**src/rtl/div_unit.sv**
```systemverilog
// div_unit: multi-cycle radix-2 restoring divider for DIV/DIVU in the EX stage.
// Produces the quotient (to LO) and remainder (to HI) 33 cycles after a start is
// accepted, and requests a pipeline stall while the division is in flight.
//
// Ports:
//   clk        pipeline clock, rising edge
//   rst        asynchronous active-high reset
//   start      EX holds a DIV/DIVU instruction
//   signed_div 1 = DIV (signed), 0 = DIVU
//   flush      annul the in-flight division
//   dividend   rs operand (forwarded)
//   divisor    rt operand (forwarded)
//   stall      combinational busy, ORed into the EX/ID/IF stall
//   ready      one-cycle pulse, quotient/remainder valid for the HILO write
//   quotient   result to LO
//   remainder  result to HI
module div_unit #(
    parameter int unsigned WIDTH = 32,
    parameter int unsigned CNT_W = 5
) (
    input  logic             clk,
    input  logic             rst,
    input  logic             start,
    input  logic             signed_div,
    input  logic             flush,
    input  logic [WIDTH-1:0] dividend,
    input  logic [WIDTH-1:0] divisor,
    output logic             stall,
    output logic             ready,
    output logic [WIDTH-1:0] quotient,
    output logic [WIDTH-1:0] remainder
);

    typedef enum logic [1:0] {
        IDLE = 2'd0,
        DIV  = 2'd1,
        DONE = 2'd2
    } stateType;

    stateType         state;
    stateType         stateNext;
    logic             readyNext;

    logic [CNT_W-1:0] counter;
    logic [WIDTH-1:0] divisorReg;
    logic [WIDTH-1:0] partRem;
    logic [WIDTH-1:0] quot;
    logic             signQ;
    logic             signR;

    logic             accept;
    logic             lastIter;
    logic [WIDTH-1:0] absDividend;
    logic [WIDTH-1:0] absDivisor;
    logic [WIDTH:0]   shiftUpper;
    logic             canSub;
    logic [WIDTH-1:0] remStep;
    logic [WIDTH-1:0] quotStep;

    assign accept   = (state == IDLE) && start && !flush;
    assign lastIter = (counter == CNT_W'(WIDTH - 1));

    // Gated by rst so the stall request falls together with the async reset.
    assign stall = !rst && (accept || (state == DIV));

    // Magnitudes for signed division; 0x80000000 maps to itself, which is the
    // correct unsigned magnitude.
    assign absDividend = (signed_div && dividend[WIDTH-1]) ? (WIDTH'(0) - dividend) : dividend;
    assign absDivisor  = (signed_div && divisor[WIDTH-1])  ? (WIDTH'(0) - divisor)  : divisor;

    // One restoring step: shift in the next dividend bit, trial-subtract.
    // The subtraction result is always below the divisor, so WIDTH bits suffice.
    assign shiftUpper = {partRem, quot[WIDTH-1]};
    assign canSub     = (shiftUpper >= {1'b0, divisorReg});
    assign remStep    = canSub ? (shiftUpper[WIDTH-1:0] - divisorReg) : shiftUpper[WIDTH-1:0];
    assign quotStep   = {quot[WIDTH-2:0], canSub};

    // State register
    always_ff @(posedge clk or posedge rst) begin
        if (rst) begin
            state <= IDLE;
        end else begin
            state <= stateNext;
        end
    end

    // Next-state and ready decode
    always_comb begin
        stateNext = state;
        readyNext = 1'b0;
        case (state)
            IDLE: begin
                if (accept) begin
                    stateNext = DIV;
                end
            end
            DIV: begin
                if (flush) begin
                    stateNext = IDLE;
                end else if (lastIter) begin
                    stateNext = DONE;
                    readyNext = 1'b1;
                end
            end
            DONE:    stateNext = IDLE;
            default: stateNext = IDLE;
        endcase
    end

    // Datapath and result registers
    always_ff @(posedge clk or posedge rst) begin
        if (rst) begin
            counter    <= '0;
            divisorReg <= '0;
            partRem    <= '0;
            quot       <= '0;
            signQ      <= 1'b0;
            signR      <= 1'b0;
            quotient   <= '0;
            remainder  <= '0;
            ready      <= 1'b0;
        end else begin
            ready <= readyNext;
            case (state)
                IDLE: begin
                    if (accept) begin
                        quot       <= absDividend;
                        divisorReg <= absDivisor;
                        partRem    <= '0;
                        counter    <= '0;
                        signQ      <= signed_div && (dividend[WIDTH-1] ^ divisor[WIDTH-1]);
                        signR      <= signed_div && dividend[WIDTH-1];
                    end
                end
                DIV: begin
                    if (!flush) begin
                        partRem <= remStep;
                        quot    <= quotStep;
                        counter <= counter + CNT_W'(1);
                        if (lastIter) begin
                            quotient  <= signQ ? (WIDTH'(0) - quotStep) : quotStep;
                            remainder <= signR ? (WIDTH'(0) - remStep)  : remStep;
                        end
                    end
                end
                default: ;
            endcase
        end
    end

endmodule
```
**config.mk**
```make
export PLATFORM = sky130hd
export DESIGN_NAME = div_unit
export DESIGN_NICKNAME = d
export VERILOG_FILES = /design/src/rtl/div_unit.sv
export SDC_FILE = /design/constraint.sdc
export NUM_CORES = 1
export LEC_CHECK = 0
export CAP_MARGIN = 40
export CORE_UTILIZATION = 49
export DETAILED_ROUTE_END_ITERATION = 10
export MAX_ROUTING_LAYER = met4
export PLACE_DENSITY_LB_ADDON = 0.2
export SLEW_MARGIN = 40
export SYNTH_ARGS = -nofsm -noshare
export SYNTH_HDL_FRONTEND = slang
export SYNTH_SLANG_ARGS = --single-unit
```
**constraint.sdc**
```tcl
create_clock -name clk -period 6.3 [get_ports clk]
set_input_delay 0.945 -clock clk [delete_from_list [all_inputs] [get_ports clk]]
set_output_delay 0.945 -clock clk [all_outputs]
set_load 0.02 [all_outputs]
```
Word-level counts from Yosys, hierarchy flattened
Index checks and enable logic that the tools add are counted.

Output and inout bits: 66. Bits in registers: 170.

Mux-type cells: 21. Bitwise logic cells: 2. Equality and inequality tests: 5. Reduce and logical (&&, ||, !) cells: 15. $lt $le $gt $ge: 1. $add $sub $neg: 6.

Operators by type and width (number): 32-bit two-way mux (9); 32-bit case mux with 2 select lines (2); 1-bit by 32-bit subtractor with 32-bit output (first input constant) (4); 33-bit by 32-bit greater-or-equal comparator with 1-bit output (1); 32-bit subtractor (1); 5-bit two-way mux (2); 5-bit case mux with 2 select lines (1); 1-bit logical AND (6); 2-bit two-way mux (3); 3-bit AND reduction (2); 5-bit by 1-bit adder with 5-bit output (second input constant) (1); 5-bit == test (second input constant) (1); 2-bit inequality test (second input constant) (2); 2-bit case mux with 2 select lines (1); 2-bit AND reduction (2); 1-bit two-way mux (3); 3-bit inequality test (second input constant) (1); 2-bit by 1-bit == test with 1-bit output (second input constant) (1); 1-bit logical NOT (2); 2-bit logical NOT (1); 2-bit nonzero test (1); 1-bit logical OR (1); 1-bit NOT (1); 1-bit XOR (1).

Longest topological paths before layout
Gate-level depths: netlist of run 1.

Depth in word-level cells: 5. Depth in mapped cells: 22. Mapped depth without buffers: 18.

Least setup slack after synthesis of run 1
Ideal clock, no wire load.

Path kind: reg-to-reg. From: register partRem[1]. To: register remainder[26]. Stages on the path, launching flop included: 22. Data arrival time: 4928 ps. Required time: 6167 ps. Slack: 1239 ps. Setup time: 133 ps. Cell sequence: dfrtp_1 -> ha_1 -> buf_2 -> nand3_1 -> o21bai_1 -> a211oi_1 -> o211ai_1 -> nand2_2 -> buf_2 -> buf_1 -> clkbuf_1 -> nand2_1 -> o21ai_0 -> ha_1 -> nand2_1 -> a2111oi_0 -> nand2_1 -> o31ai_1 -> nand3_1 -> o41ai_1 -> xnor2_1 -> o21ai_0.

Cells in the longest elaborated chain, start to end: 4. Elaborated cells on any way between the ends: 5. Those cells by class: 2 x add/sub; 1 x order compare; 2 x mux.

Ends and longest elaborated chain: start: declaration (RTL line 46) `logic [WIDTH-1:0] partRem;`; start signal: assignment (RTL line 137) `partRem <= remStep;`; 32-bit subtractor / 33-bit by 32-bit greater-or-equal comparator with 1-bit output (equally long branches) (RTL line 75, 74); 32-bit two-way mux (*) (RTL line 75) `assign remStep = canSub ? (shiftUpper[WIDTH-1:0] - divisorReg) : shiftUpper[WIDTH-1:0];`; 1-bit by 32-bit subtractor with 32-bit output (RTL line 142) `remainder <= signR ? (WIDTH'(0) - remStep) : remStep;`; 32-bit two-way mux (*) (RTL line 142); end signal: assignment (RTL line 142); end: declaration (RTL line 31) `output logic [WIDTH-1:0] remainder`.

Every way passes the cells marked *; elsewhere a longest branch is shown, timed or not. A chain may end at the register's enable or synchronous reset.

Worst setup path after layout of run 1
From: register partRem[17]. To: register remainder[26].

The elaborated chain is that of the path after synthesis.

==> results of run 1 <==
critical path: cells and delay by family, from the launching register on:
family,cells,cell delay (ns)
flops,1,0.43
fa+ha+maj,2,0.77
xor+xnor,1,0.17
compound gates,9,3.41
simple gates,4,0.76
flip-flops by register name, summed over array words and instances, names as in the netlist, 2 cells and up:
register and cells:
counter 5, divisorReg 32, partRem 32, quot 32
quotient 32, remainder 32, state 2
power by group through the flow:
stage	registers, mW	logic, mW	clock network, mW
after floorplan	1.46	2.84	0
after global placement	1.55	3.82	0
after detailed placement	1.55	3.82	0
after CTS	1.53	3.85	1.12
after global routing	1.57	4.28	1.16
final	1.54	3.93	1.11
cell usage in the layout, fill, tap and decap left out, types with 15 or more instances in the layout:
cell type / n
clkdlybuf4s50_1: 134
o21ai_0: 212
nand4_1: 24
nor2_1: 70
nand2_1: 206
a22oi_1: 32
dfrtp_1: 168
nand3_1: 19
or3_1: 16
xnor2_1: 63
xor2_1: 71
o31ai_1: 26
inv_1: 55
clkbuf_16: 17
a21oi_1: 81
and3_1: 16
nor4_1: 15
ha_1: 38
nor3_1: 29
mux2i_1: 21
routing by layer:
metal	vias to the layer above	global-route usage	part of all wire
met1	5358	0.427	0.47
li1	5397	-	-
met5	-	-	0
met3	57	0.0547	0.060
met4	0	0.102	0.026
met2	342	0.447	0.44
area by class of cell:
type | instances | area [sq um]
fill | 2191 | 9610
multi-input combinational | 1138 | 7110
sequential | 170 | 4260
timing repair buffer | 143 | 1410
clock buffer | 18 | 429
tap | 319 | 399
inverter | 57 | 219
clock inverter | 14 | 171
antenna | 1 | 2.50
stage by stage:
step                setup slack, ns  instance area (sq um)  power, mW   util  instances
floorplan                     0.752                  11900       4.29      -       1450
global placement               1.06                  13400       5.36  0.567       1827
detailed placement            0.775                  13400       5.37  0.567       1827
CTS                           0.744                  14000       6.50  0.593       1859
global route                  0.171                  14000       7.01  0.593       1860
finish                        0.615                  14000       6.58  0.593       1860
final timing paths:
kind / endpoint / depth (start not counted) / startpoint / slack [ns]
worst min register to register: divisorReg[21]$_DFFE_PP0P_ / 2 / divisorReg[21]$_DFFE_PP0P_ / 0.48
max in group asynchronous: signQ$_DFFE_PP0P_ / 3 / rst / 4.01
worst max register to register: remainder[26]$_DFFE_PP0P_ / 16 / partRem[17]$_DFFE_PP0P_ / 0.62
worst min-delay path: divisorReg[21]$_DFFE_PP0P_ / 2 / divisorReg[21]$_DFFE_PP0P_ / 0.48
min in group asynchronous: quot[2]$_DFFE_PP0P_ / 2 / rst / 1.04
worst max-delay path: remainder[26]$_DFFE_PP0P_ / 16 / partRem[17]$_DFFE_PP0P_ / 0.62
cell families (layout without fill, tap and decap cells):
| group | count (synthesis) | in the layout | share of synthesized area |
|---|---|---|---|
| AO/OA/AOI/OAI | 482 | 482 | 0.250 |
| AND/OR/NAND/NOR | 462 | 462 | 0.187 |
| flip-flops | 170 | 170 | 0.358 |
| buffers and inverters | 142 | 232 | 0.0468 |
| XOR/XNOR | 134 | 134 | 0.0988 |
| adder cells (fa/ha/maj) | 39 | 39 | 0.0417 |
| multiplexers | 21 | 21 | 0.0177 |
| other | 0 | 1 | 0 |
==> reports/metrics.yaml, run 1 <==
worst_setup_path:
  critical-path-slowest-cell: "o41ai_1"
  crit_type: "register to register"
  end_kind: "register"
  crit_path_start_kind: "register"
  cp_max_fo: 11
  path_cells: "ha_1 > a21oi_1 > o21ai_0 > a211oi_1 > o311a_1 > nand2_2 > o21ai_0 > ha_1 > nand2_1 > a2111oi_0 > nand2_1 > o31ai_1 > nand3_1 > o41ai_1 > xnor2_1 > o21ai_0"
  crit_path_frequent_cell: "o21ai_0"
  worstPathRequired_ns: 6.60
  max_stage_delay_ns: 0.56
  arrival_ns: 5.99
logic_synthesis:
  ys_types: 84
  netlist_instances: 1450
  synth_area_sq_mm: 0.0119
  netlist.top_cell.by_area: "dfrtp_1"
  yosysTopAreaCellShare: 0.358
  yosys_warnings: 0
  ys_seq_area_frac: 0.358
  ys_seq_elements: 170
  syn-num-nets: 1558
  ys.flop_type: "dfrtp_1"
  synth_edf_count: 0
  synthTopCellsByCount: "o21ai_0, nand2_1, dfrtp_1"
  post-synth-top-count-cell: "o21ai_0"
  async_reset_ff_frac: 1.00
  syn_avg_cell_area_sq_um: 8.19
  synth_area_leaders: "dfrtp_1, o21ai_0, nand2_1, xor2_1, xnor2_1"
sta:
  drv_slew: 0
  hold_viol: 0
  max_freq_mhz: 176
  finalCritPeriodShare: 0.902
  whs_ns: 0.482
  fin_setup_tns_ns: 0
  relSlewSlack: 0.455
  finalSetupViolCount: 0
  worstMarginPinSlew_ns: 0.813
  skew_ns: 0.0144
  grt_setup_unrepaired: "false"
  fin_crit_ns: 5.68
pwr:
  irDropWorstVdd_mv: 0.259
  p_sw_mw: 3.35
  p_leak_nw: 5.83
  cell_internal_pwr_mw: 3.22
  powerDensity_mw_per_mm2: 470
  p_comb_frac: 0.597
  switching_share: 0.510
  pwr-share-clk: 0.169
  seq_power_share: 0.234
clocking:
  clock_sinks: 170
  worst_skew_pair.late_latency_ns: 0.45
  clk_path_buf_depth: 2
  cts_buffers: 17
  root_buffer: "clkbuf_16"
  h-tree-depth: 4
  cts_hold_buf: 0
  cts-resized-gates: 0
  cts.clk_slew.worst_paths_ns: 0.08
  cts_tree: "built"
  post_cts_buffers: 0
die:
  fp-row-count: 56
  die_y_um: 158
  core-area_sq_mm: 0.0236
  die_x_um: 158
  start_util: 0.503
  dieArea_sq_mm: 0.0249
  io-pin-count: 135
worst_hold_path:
  min_path_type: "register to register"
drt:
  num_vias: 11154
  drc: 0
  drt_iter0_drc: 963
  dr.pass1.iters: 6
  wirelength_um: 36000
  wire_per_inst_um: 19.3
  antenna_left: 0
  viasPerCell: 6.00
placement:
  gp_congestion: 0.963
  io_buffer_count: 134
  hpwl_um: 26700
global_route:
  grt-ovfl-total: 0
  first_global_vias: 10454
  grt_max_degree: 133
  antenna_found_initial: 1
  grt_pass1_wl_um: 56700
  track_usage: 0.306
flow_run:
  cap_violations: 0
run_status:
  status: "complete, no violations"
final_layout:
  syn2layout_area_growth_pct: 17.9
  drive_above_1_share: 0.0500
  layout.nets: 1635
Power figures use the tool's default switching activity.
==> run 2: changes to the inputs <==
--- a/config.mk
+++ b/config.mk
@@ -9,7 +9,7 @@
 export CORE_UTILIZATION = 49
 export DETAILED_ROUTE_END_ITERATION = 10
 export MAX_ROUTING_LAYER = met4
-export PLACE_DENSITY_LB_ADDON = 0.2
+export PLACE_DENSITY_LB_ADDON = 0.15
 export SLEW_MARGIN = 40
 export SYNTH_ARGS = -nofsm -noshare
 export SYNTH_HDL_FRONTEND = slang
==> run 2 against run 1 <==
  * Non-clock buffer count is 7 higher
  * Sequential cell count did not move
  * Count of clock-buffer cells in the layout is 1 lower
  * Via count grew 1.2%
  * Die area is the same
  * Total power about the same
  * Routed wire length down 0.66%
  * Final area grew 0.21%
  * Critical path depth is 1 higher
  * Combinational power grew 2%
  * Clock skew is 0.0045 ns higher
  * First-iteration DRC count decreased by 8.2%
  * Largest cell class unchanged
==> reports/metrics.yaml, run 2 (synthesized netlist as in run 1, its figures left out) <==
placement:
  gp_congestion: 1.02
  io_buffer_count: 134
  dp_slack_ns: 0.833
  hpwl_um: 27000
  placed_cell_area_sq_mm: 0.0134
clocking:
  cts-resized-gates: 0
  clk_path_buf_depth: 2
  root_buffer: "clkbuf_16"
  h-tree-depth: 4
  worst_skew_pair.late_latency_ns: 0.45
  clock_sinks: 170
  cts_tree: "built"
  cts.clk_slew.worst_paths_ns: 0.07
  cts_buffers: 17
  cts_hold_buf: 0
  post_cts_buffers: 0
sta:
  finalSetupViolCount: 0
  finalCritPeriodShare: 0.904
  setup_ws_ns: 0.606
  relSlewSlack: 0.470
  worstMarginPinSlew_ns: 0.793
  grt_setup_unrepaired: "false"
  fin_setup_tns_ns: 0
  drv_slew: 0
  max_freq_mhz: 176
  fin_crit_ns: 5.69
  skew_ns: 0.0189
  hold_viol: 0
global_route:
  use_met1: 0.448
  busiest_layer: "met1"
  grt_pass1_wl_um: 56900
  track_usage: 0.305
  grt_util_met2: 0.440
  grt-ovfl-total: 0
  first_global_vias: 10260
  antenna_found_initial: 0
  grt_max_degree: 93
  grt_use_met3: 0.0389
drt:
  num_vias: 11292
  antenna_left: 0
  wirelength_um: 35700
  dr.pass1.iters: 6
  drt_iter0_drc: 884
  viasPerCell: 6.05
  drc: 0
  wire_per_inst_um: 19.1
final_layout:
  layout.nets: 1642
  layout_common_cells: "o21ai_0, nand2_1, dfrtp_1"
  final_common_cell: "o21ai_0"
  syn2layout_area_growth_pct: 18.1
  diodes: 0
  post-route-cell-area_sq_mm: 0.0140
  drive_above_1_share: 0.0537
worst_setup_path:
  r2r_slack_ns: 0.61
  crit_path_start_kind: "register"
  arrival_ns: 5.99
  critPathLaunch: "partRem[1]$_DFFE_PP0P_"
  reg2regPathDepth: 17
  worstPathRequired_ns: 6.60
  end_kind: "register"
  cp_max_fo: 10
  r2r-start: "partRem[1]$_DFFE_PP0P_"
  crit_type: "register to register"
pwr:
  powerDensity_mw_per_mm2: 469
  p_leak_nw: 5.87
  irDropWorstVdd_mv: 0.285
die:
  start_util: 0.503
  fp-row-count: 56
  io-pin-count: 135
  dieArea_sq_mm: 0.0249
  core-area_sq_mm: 0.0236
  die_y_um: 158
  die_x_um: 158
worst_hold_path:
  min_path_type: "register to register"
  min-delay-start: "remainder[20]$_DFFE_PP0P_"
  whs_path_depth: 2
run_status:
  status: "complete, no violations"
flow_run:
  cap_violations: 0
-- run 2: area by class of cell --
| cell class | instances | area, sq um |
|---|---|---|
| flip-flops and latches | 170 | 4260 |
| multi-input cells | 1138 | 7100 |
| fillers | 2183 | 9580 |
| clock buffers | 17 | 425 |
| well taps | 319 | 399 |
| repair buffers | 150 | 1480 |
| inverters | 57 | 219 |
| clock inverters | 14 | 150 |
-- run 2: layer usage --
layer  vias to the layer above  share of wire  wire [um]
li1                       5428              -          -
met4                         0          0.018        655
met1                      5384           0.49      17400
met2                       427           0.44      15600
met3                        53          0.060       2130
met5                         -              0          0
-- run 2: per-stage QoR --
stage	util	total power [mW]	hold slack [ns]	std cells
after global routing	0.594	7.01	0.502	1865
after floorplan	-	4.29	0.450	1450
after CTS	0.593	6.49	0.485	1864
after global placement	0.568	5.42	0.462	1833
final	0.594	6.58	0.480	1865
after detailed placement	0.569	5.41	0.470	1833
-- run 2: final timing paths --
path,end
setup / recovery,remainder[26]$_DFFE_PP0P_
min in group asynchronous,quotient[5]$_DFFE_PP0P_
setup reg to reg,remainder[26]$_DFFE_PP0P_
max in group asynchronous,remainder[28]$_DFFE_PP0P_
hold reg to reg,remainder[20]$_DFFE_PP0P_
hold / removal,remainder[20]$_DFFE_PP0P_
-- run 2: report_power, final --
part | total (mW) | switching [mW] | internal (mW)
clock | 1.05 | 0.523 | 0.529
combinational | 4.00 | 2.60 | 1.40
sequential | 1.53 | 0.245 | 1.28
total | 6.58 | 3.37 | 3.21
-- run 2: critical path: stages, from the launching register on --
cell	delay, ns
dfrtp_1	0.43
ha_1	0.46
nand3_1	0.23
o21bai_1	0.28
a211oi_1	0.59
o211ai_1	0.18
buf_4	0.19
nand2_2	0.20
mux2i_1	0.32
ha_1	0.32
nand2_1	0.07
a2111oi_0	0.55
nand2_1	0.15
o31ai_1	0.43
nand3_1	0.36
o41ai_1	0.52
xnor2_1	0.16
o21ai_0	0.09
==> run 3: changes to the inputs <==
--- a/config.mk
+++ b/config.mk
@@ -7,6 +7,7 @@
 export LEC_CHECK = 0
 export CAP_MARGIN = 40
 export CORE_UTILIZATION = 49
+export CTS_CLUSTER_DIAMETER = 40
 export DETAILED_ROUTE_END_ITERATION = 10
 export MAX_ROUTING_LAYER = met4
 export PLACE_DENSITY_LB_ADDON = 0.15
==> results of run 3 <==
The final DEF is identical to that of run 2; final timing and power are the same.
